<file path="src/rtl/gpio_cmd_sequencer_pkg.sv">
// gpio_cmd_pkg: shared constants for the GPIO command sequencer.
//   - command opcodes accepted on the UART byte link
//   - ACK / NAK response bytes
//   - FSM state encoding
package gpio_cmd_pkg;

    localparam logic [7:0] OP_WR_OUT = 8'h57;  // 'W' write gpio_out, one argument byte
    localparam logic [7:0] OP_WR_OE  = 8'h44;  // 'D' write gpio_oe, one argument byte
    localparam logic [7:0] OP_RD_PIN = 8'h52;  // 'R' read synchronised pins
    localparam logic [7:0] OP_RD_OUT = 8'h53;  // 'S' read back gpio_out

    localparam logic [7:0] BYTE_ACK  = 8'h06;
    localparam logic [7:0] BYTE_NAK  = 8'h15;

    typedef enum logic [1:0] {
        IDLE = 2'd0,
        ARG  = 2'd1,
        RESP = 2'd2
    } state_t;

endpackage

</file>
<file path="src/rtl/gpio_cmd_sequencer_if.sv">
// gpio_cmd_sequencer_if: byte link between the UART rx/tx pair and the sequencer.
//   rx_valid/rx_data : received byte strobe and value (UART rx -> sequencer)
//   tx_ready         : transmitter can take a byte this cycle
//   tx_valid/tx_data : pending response byte (sequencer -> UART tx)
// Modports: master = UART side, slave = sequencer side.
interface gpio_cmd_sequencer_if;

    logic       rx_valid;
    logic [7:0] rx_data;
    logic       tx_ready;
    logic       tx_valid;
    logic [7:0] tx_data;

    modport master (
        output rx_valid,
        output rx_data,
        output tx_ready,
        input  tx_valid,
        input  tx_data
    );

    modport slave (
        input  rx_valid,
        input  rx_data,
        input  tx_ready,
        output tx_valid,
        output tx_data
    );

endinterface

</file>
<file path="src/rtl/gpio_cmd_sequencer_sync2.sv">
// sync2: parameterised-width two-flop synchroniser, asynchronous reset to 0.
//   clk  in           sampling clock
//   rst  in           asynchronous active-high reset
//   d_i  in  WIDTH    asynchronous input
//   q_o  out WIDTH    synchronised output (two-cycle latency)
module sync2 #(
    parameter int WIDTH = 8
) (
    input  logic             clk,
    input  logic             rst,
    input  logic [WIDTH-1:0] d_i,
    output logic [WIDTH-1:0] q_o
);

    logic [WIDTH-1:0] meta_q;
    logic [WIDTH-1:0] sync_q;

    always_ff @(posedge clk or posedge rst) begin
        if (rst) begin
            meta_q <= '0;
            sync_q <= '0;
        end else begin
            meta_q <= d_i;
            sync_q <= meta_q;
        end
    end

    assign q_o = sync_q;

endmodule

</file>
<file path="src/rtl/gpio_cmd_sequencer.sv">
// gpio_cmd_sequencer: parses 1/2-byte command frames from the UART link, writes the
// GPIO output/direction registers and queues one response byte per frame.
//   clk       in            rising-edge clock
//   rst       in            asynchronous active-high reset
//   bus       slave         rx byte strobe in, tx byte handshake out
//   gpio_in   in  NUM_PINS  raw pad inputs (synchronised internally)
//   gpio_out  out NUM_PINS  pad output values
//   gpio_oe   out NUM_PINS  pad output enables, 1 = drive
//   busy      out           high whenever the FSM is not IDLE
//   err       out           one-cycle pulse: bad opcode, argument timeout, dropped byte
module gpio_cmd_sequencer
    import gpio_cmd_pkg::*;
#(
    parameter int NUM_PINS       = 8,
    parameter int TIMEOUT_CYCLES = 100000
) (
    input  logic                   clk,
    input  logic                   rst,
    gpio_cmd_sequencer_if.slave    bus,
    input  logic [NUM_PINS-1:0]    gpio_in,
    output logic [NUM_PINS-1:0]    gpio_out,
    output logic [NUM_PINS-1:0]    gpio_oe,
    output logic                   busy,
    output logic                   err
);

    // Guard against a zero-width timer for tiny timeouts.
    localparam int TIMER_W = (TIMEOUT_CYCLES > 1) ? $clog2(TIMEOUT_CYCLES) : 1;
    localparam logic [TIMER_W-1:0] TIMER_LAST = TIMER_W'(TIMEOUT_CYCLES - 1);

    state_t              state_q,    state_d;
    logic [TIMER_W-1:0]  timer_q,    timer_d;
    logic [7:0]          opcode_q,   opcode_d;
    logic [NUM_PINS-1:0] gpio_out_q, gpio_out_d;
    logic [NUM_PINS-1:0] gpio_oe_q,  gpio_oe_d;
    logic                tx_valid_q, tx_valid_d;
    logic [7:0]          tx_data_q,  tx_data_d;
    logic                err_q,      err_d;

    logic [NUM_PINS-1:0] pins_sync;
    logic [7:0]          pins_byte;
    logic [7:0]          out_byte;

    sync2 #(.WIDTH(NUM_PINS)) u_sync (
        .clk (clk),
        .rst (rst),
        .d_i (gpio_in),
        .q_o (pins_sync)
    );

    // Zero-extend pin-wide values to a response byte; upper bits read as 0.
    always_comb begin
        pins_byte                 = '0;
        out_byte                  = '0;
        pins_byte[NUM_PINS-1:0]   = pins_sync;
        out_byte[NUM_PINS-1:0]    = gpio_out_q;
    end

    always_ff @(posedge clk or posedge rst) begin
        if (rst) begin
            state_q    <= IDLE;
            timer_q    <= '0;
            opcode_q   <= '0;
            gpio_out_q <= '0;
            gpio_oe_q  <= '0;
            tx_valid_q <= 1'b0;
            tx_data_q  <= '0;
            err_q      <= 1'b0;
        end else begin
            state_q    <= state_d;
            timer_q    <= timer_d;
            opcode_q   <= opcode_d;
            gpio_out_q <= gpio_out_d;
            gpio_oe_q  <= gpio_oe_d;
            tx_valid_q <= tx_valid_d;
            tx_data_q  <= tx_data_d;
            err_q      <= err_d;
        end
    end

    always_comb begin
        state_d    = state_q;
        timer_d    = timer_q;
        opcode_d   = opcode_q;
        gpio_out_d = gpio_out_q;
        gpio_oe_d  = gpio_oe_q;
        tx_valid_d = tx_valid_q;
        tx_data_d  = tx_data_q;
        err_d      = 1'b0;

        unique case (state_q)
            IDLE: begin
                if (bus.rx_valid) begin
                    case (bus.rx_data)
                        OP_WR_OUT, OP_WR_OE: begin
                            opcode_d = bus.rx_data;
                            timer_d  = '0;
                            state_d  = ARG;
                        end
                        OP_RD_PIN: begin
                            tx_valid_d = 1'b1;
                            tx_data_d  = pins_byte;
                            state_d    = RESP;
                        end
                        OP_RD_OUT: begin
                            tx_valid_d = 1'b1;
                            tx_data_d  = out_byte;
                            state_d    = RESP;
                        end
                        default: begin
                            tx_valid_d = 1'b1;
                            tx_data_d  = BYTE_NAK;
                            err_d      = 1'b1;
                            state_d    = RESP;
                        end
                    endcase
                end
            end

            ARG: begin
                // An argument byte on the final timer cycle still wins over the timeout.
                if (bus.rx_valid) begin
                    if (opcode_q == OP_WR_OUT) begin
                        gpio_out_d = bus.rx_data[NUM_PINS-1:0];
                    end else begin
                        gpio_oe_d = bus.rx_data[NUM_PINS-1:0];
                    end
                    tx_valid_d = 1'b1;
                    tx_data_d  = BYTE_ACK;
                    state_d    = RESP;
                end else if (timer_q == TIMER_LAST) begin
                    err_d   = 1'b1;
                    state_d = IDLE;
                end else begin
                    timer_d = timer_q + 1'b1;
                end
            end

            RESP: begin
                // Bytes arriving while a response is pending are never buffered,
                // including on the cycle the transfer completes.
                if (bus.rx_valid) begin
                    err_d = 1'b1;
                end
                if (bus.tx_ready) begin
                    tx_valid_d = 1'b0;
                    state_d    = IDLE;
                end
            end

            default: begin
                state_d = IDLE;
            end
        endcase
    end

    assign bus.tx_valid = tx_valid_q;
    assign bus.tx_data  = tx_data_q;
    assign gpio_out     = gpio_out_q;
    assign gpio_oe      = gpio_oe_q;
    assign busy         = (state_q != IDLE);
    assign err          = err_q;

endmodule
</file>
<file path="src/flat_wrapper.sv">
// flat-port wrapper written by rule: the top's interface ports become plain ports
module gpio_cmd_sequencer_flat import gpio_cmd_pkg::*;
#(
    parameter int NUM_PINS       = 8,
    parameter int TIMEOUT_CYCLES = 100000
)
  (clk, rst, gpio_in, gpio_out, gpio_oe, busy, err, bus_rx_valid, bus_rx_data, bus_tx_ready, bus_tx_valid, bus_tx_data);
  gpio_cmd_sequencer_if bus_i ();
  input  logic clk;
  input  logic rst;
  input  logic [NUM_PINS-1:0] gpio_in;
  output logic [NUM_PINS-1:0] gpio_out;
  output logic [NUM_PINS-1:0] gpio_oe;
  output logic busy;
  output logic err;
  input wire logic [$bits(bus_i.rx_valid)-1:0] bus_rx_valid;
  input wire logic [$bits(bus_i.rx_data)-1:0] bus_rx_data;
  input wire logic [$bits(bus_i.tx_ready)-1:0] bus_tx_ready;
  output wire logic [$bits(bus_i.tx_valid)-1:0] bus_tx_valid;
  output wire logic [$bits(bus_i.tx_data)-1:0] bus_tx_data;
  assign bus_i.rx_valid = bus_rx_valid;
  assign bus_i.rx_data = bus_rx_data;
  assign bus_i.tx_ready = bus_tx_ready;
  assign bus_tx_valid = bus_i.tx_valid;
  assign bus_tx_data = bus_i.tx_data;
  gpio_cmd_sequencer #(.NUM_PINS(NUM_PINS), .TIMEOUT_CYCLES(TIMEOUT_CYCLES)) u_core (.clk(clk), .rst(rst), .bus(bus_i), .gpio_in(gpio_in), .gpio_out(gpio_out), .gpio_oe(gpio_oe), .busy(busy), .err(err));
endmodule
</file>
<file path="config.mk">
export PLATFORM = sky130hd
export DESIGN_NAME = gpio_cmd_sequencer_flat
export DESIGN_NICKNAME = d
export VERILOG_FILES = /design/src/rtl/gpio_cmd_sequencer_pkg.sv /design/src/rtl/gpio_cmd_sequencer_if.sv /design/src/rtl/gpio_cmd_sequencer_sync2.sv /design/src/rtl/gpio_cmd_sequencer.sv /design/src/flat_wrapper.sv
export SDC_FILE = /design/constraint.sdc
export NUM_CORES = 1
export LEC_CHECK = 0
export CORE_MARGIN = 2
export CORE_UTILIZATION = 53
export CTS_CLUSTER_SIZE = 25
export DETAILED_ROUTE_END_ITERATION = 10
export GPL_TIMING_DRIVEN = 0
export PLACE_DENSITY = 0.82
export SYNTH_ARGS = -nofsm -noshare
export SYNTH_HDL_FRONTEND = slang
export SYNTH_SLANG_ARGS = --single-unit
</file>
<file path="constraint.sdc">
create_clock -name clk -period 2.5 [get_ports clk]
set_input_delay 0.5 -clock clk [delete_from_list [all_inputs] [get_ports clk]]
set_output_delay 0.5 -clock clk [all_outputs]
set_load 0.1 [all_outputs]
</file>
==> impl_metrics.ini, run 1 <==
[critical_path]
critPathRequiredTime_ns = 2.00
cp_max_fo = 3
cp-endpoint = gpio_out[2]
r2r-end = u_core.timer_q[15]
r2r_slack_ns = 0.39
worstSetupStartpoint = u_core.gpio_out[2]
worst-path-stages = 1
r2r-start = u_core.timer_q[0]
worst-path-buf-inv = 1
crit_path_end_kind = primary output
cp_slowest_cell = clkdlybuf4s50_1
max_stage_delay_ns = 1.16
start_kind = flop
arrival_ns = 1.90
crit_type = flop to primary output
cp_cell_sequence = clkdlybuf4s50_1
rr_worst_depth = 7
cp_top_family = buffers and inverters

[route]
wire_per_inst_um = 16.0
ant_nets = 0
drt_iter0_drc = 142
drc = 0
finalWirelength_mm = 6.47
via_count = 2192
avgViaCountPerCell = 5.43
firstDrtPassIters = 4

[floorplan]
initial_core_util_pct = 54.7
io-pin-count = 47
dieHeight_um = 79.1
std_cell_rows = 27
die_w_um = 79.1
dieArea_um2 = 6260
core_um2 = 5470

[power]
switching_power_mw = 0.769
p_int_mw = 1.76
p_leak_nw = 1.65
clockPowerShare_pct = 36.9
p_sw_share_pct = 30.4
pwr-share-seq_pct = 48.2
p_comb_share_pct = 14.9
ir_worst_vdd_mv = 0.485
pwr_density_cell_nw_per_um2 = 673

[layout]
multi_input_area_um2 = 1160
fin_util_pct = 68.6
finalNonFillerCells = 404
drive_gt1_share_pct = 14.2
nets = 348
n_antenna_cell = 0
area_growth_pct = 25.6
fillCellCount = 419
seqCellArea_um2 = 1730

[clock_network]
numCtsBuffers = 9
h-tree-depth = 3
clk_latency_ns = 0.35
cts_root_buf = clkbuf_8
clock-sinks = 69
clk_pin_slew_ns = 0.08
clk_path_buf_depth = 2
cts_tree = done
ctsHoldBuffers = 0

[timing]
tightest_slew_ns = 1.00
fin_crit_ns = 2.40
fin_crit_sh_pct = 96.0
drv_slew = 0
final_hold_viol_count = 0
relSlewSlack_pct = 32.8
setup_violations = 0
setup_tns_ns = 0
finalClockSkew_ns = 0.00572
max_freq_mhz = 417
rsz0062_at_grt = no

[place]
numPortBuffers = 45
dp_hpwl_mm = 4.58
place_congestion = 0.845
placed_cells = 388

[worst_hold_path]
min_path_type = flop to flop
hold_depth = 0

[global_route]
grt_pass1_wl_mm = 11.0
grt_pass1_vias = 2261
grt_max_degree = 40
antenna_found_initial = 0
track_usage_pct = 23.4
gr-total-overflow = 0

[yosys]
synth-edff-count = 0
ys_warn_count = 0
synth_common_cells = dfrtp_1, nand2_1, o21ai_0, mux2_2, inv_1
synth_top_area_share_pct = 57.7
yosys-top-cells-area = dfrtp_1, mux2_2, nand2_1
synth_ff_type = dfrtp_1
synth.ff_latch_count = 69
yosys.cell_count.top_type = dfrtp_1
syn_avg_cell_area_um2 = 11.1
synth_seq_area_share_pct = 57.7
async_reset_ff_share_pct = 100
synthesis.nets = 291
synth.distinct_cells = 47
syn_inst = 270
syn_area_um2 = 2990
synth_largest_area_cell = dfrtp_1

[job]
drv_cap = 0

[status]
status = finished, final reports clean
[state kept, by name, indices dropped and copies added (netlist names)]
| name | flops |
|---|---|
| u_core.gpio_oe | 8 |
| u_core.u_sync.meta_q | 8 |
| u_core.bus.tx_valid | 1 |
| u_core.u_sync.q_o | 8 |
| u_core.state_q | 2 |
| u_core.gpio_out | 8 |
| u_core.opcode_q | 8 |
| u_core.timer_q | 17 |
| u_core.err | 1 |
| u_core.bus.tx_data | 8 |
[routing by layer]
| layer | up-vias | global-route usage, % | share of wire (%) |
|---|---|---|---|
| li1 | 1068 | - | - |
| met1 | 1060 | 30.5 | 44 |
| met2 | 57 | 36.9 | 49 |
| met3 | 7 | 6.93 | 5.7 |
| met4 | 0 | 9.31 | 1.6 |
| met5 | - | 0 | 0 |
[final cells by class]
type                    instances  share of cell area (%)
flip-flops and latches         69                    46.0
multi-input cells             178                    30.9
repair buffers                 46                    12.5
clock buffers                   9                    3.30
well taps                      72                    2.40
clock inverters                 7                    2.17
plain buffers                  12                    1.63
inverters                      11                    1.10
[cells by family after synthesis]
family                   after synthesis  synth area share, %
AND/OR/NAND/NOR                       99                 18.0
flip-flops                            69                 57.7
AO/OA/AOI/OAI                         54                 11.8
buffers and inverters                 23                 3.43
multiplexers                          22                 8.03
XOR/XNOR                               2                0.586
adder cells (fa/ha/maj)                1                0.418
[timing repair]
| item | CTS | global route |
|---|---|---|
| resized for setup | 1 | 0 |
| setup endpoints to repair | 1 | 0 |
| setup buffers | 0 | 0 |
[metrics by stage]
step / instance area (um^2) / hold slack, ns / power (mW) / setup slack [ns]
after floorplan: 2990 / 0.331 / 1.50 / 0.260
after global placement: 3530 / 0.333 / 1.60 / -0.815
after detailed placement: 3550 / 0.335 / 1.62 / -0.148
after CTS: 3760 / 0.353 / 2.56 / 0.0763
after global routing: 3760 / 0.360 / 2.64 / 0.0396
final: 3760 / 0.350 / 2.53 / 0.100
[power by group through the flow]
stage / logic [mW] / clock network (mW) / registers, mW
finish: 0.376 / 0.933 / 1.22
CTS: 0.379 / 0.960 / 1.22
global route: 0.401 / 1.01 / 1.22
floorplan: 0.123 / 0 / 1.37
detailed placement: 0.381 / 0 / 1.24
global placement: 0.371 / 0 / 1.23
[cells in the final DEF (no fill, tap or decap), types with 4 or more instances in the layout]
| master | n |
|---|---|
| a21oi_1 | 8 |
| inv_1 | 10 |
| dfrtp_1 | 69 |
| nor2_1 | 9 |
| a31oi_1 | 5 |
| mux2i_1 | 6 |
| nand3_1 | 8 |
| nor2b_1 | 4 |
| and2_1 | 6 |
| o21ai_0 | 22 |
| clkbuf_1 | 9 |
| nand2_1 | 39 |
| clkbuf_8 | 9 |
| clkdlybuf4s50_1 | 44 |
| nand2b_1 | 6 |
| nand4_1 | 5 |
| mux2_2 | 16 |
[how the worst min path moves through the flow]
| stage | startpoint | to |
|---|---|---|
| 2_1_floorplan | u_core.u_sync.meta_q[0] | u_core.u_sync.q_o[0] |
| 3_3_place_gp | u_core.u_sync.meta_q[0] | u_core.u_sync.q_o[0] |
| 3_5_place_dp | u_core.u_sync.meta_q[2] | u_core.u_sync.q_o[2] |
| 4_1_cts | u_core.u_sync.meta_q[2] | u_core.u_sync.q_o[2] |
| 5_1_grt | u_core.u_sync.meta_q[2] | u_core.u_sync.q_o[2] |
| 6_report | u_core.u_sync.meta_q[5] | u_core.u_sync.q_o[5] |
Note: power is estimated with default switching activity, not from simulation.
==> run 2, diff against run 1 <==
Settings changed: CAP_MARGIN set to 0.
==> results of run 2 <==
No change in the layout: final DEF, timing and power equal those of run 1.
==> run 3, diff against run 2 <==
Settings changed: SETUP_SLACK_MARGIN set to 0.02.
==> results of run 3 <==
No change in the layout: final DEF, timing and power equal those of run 1.
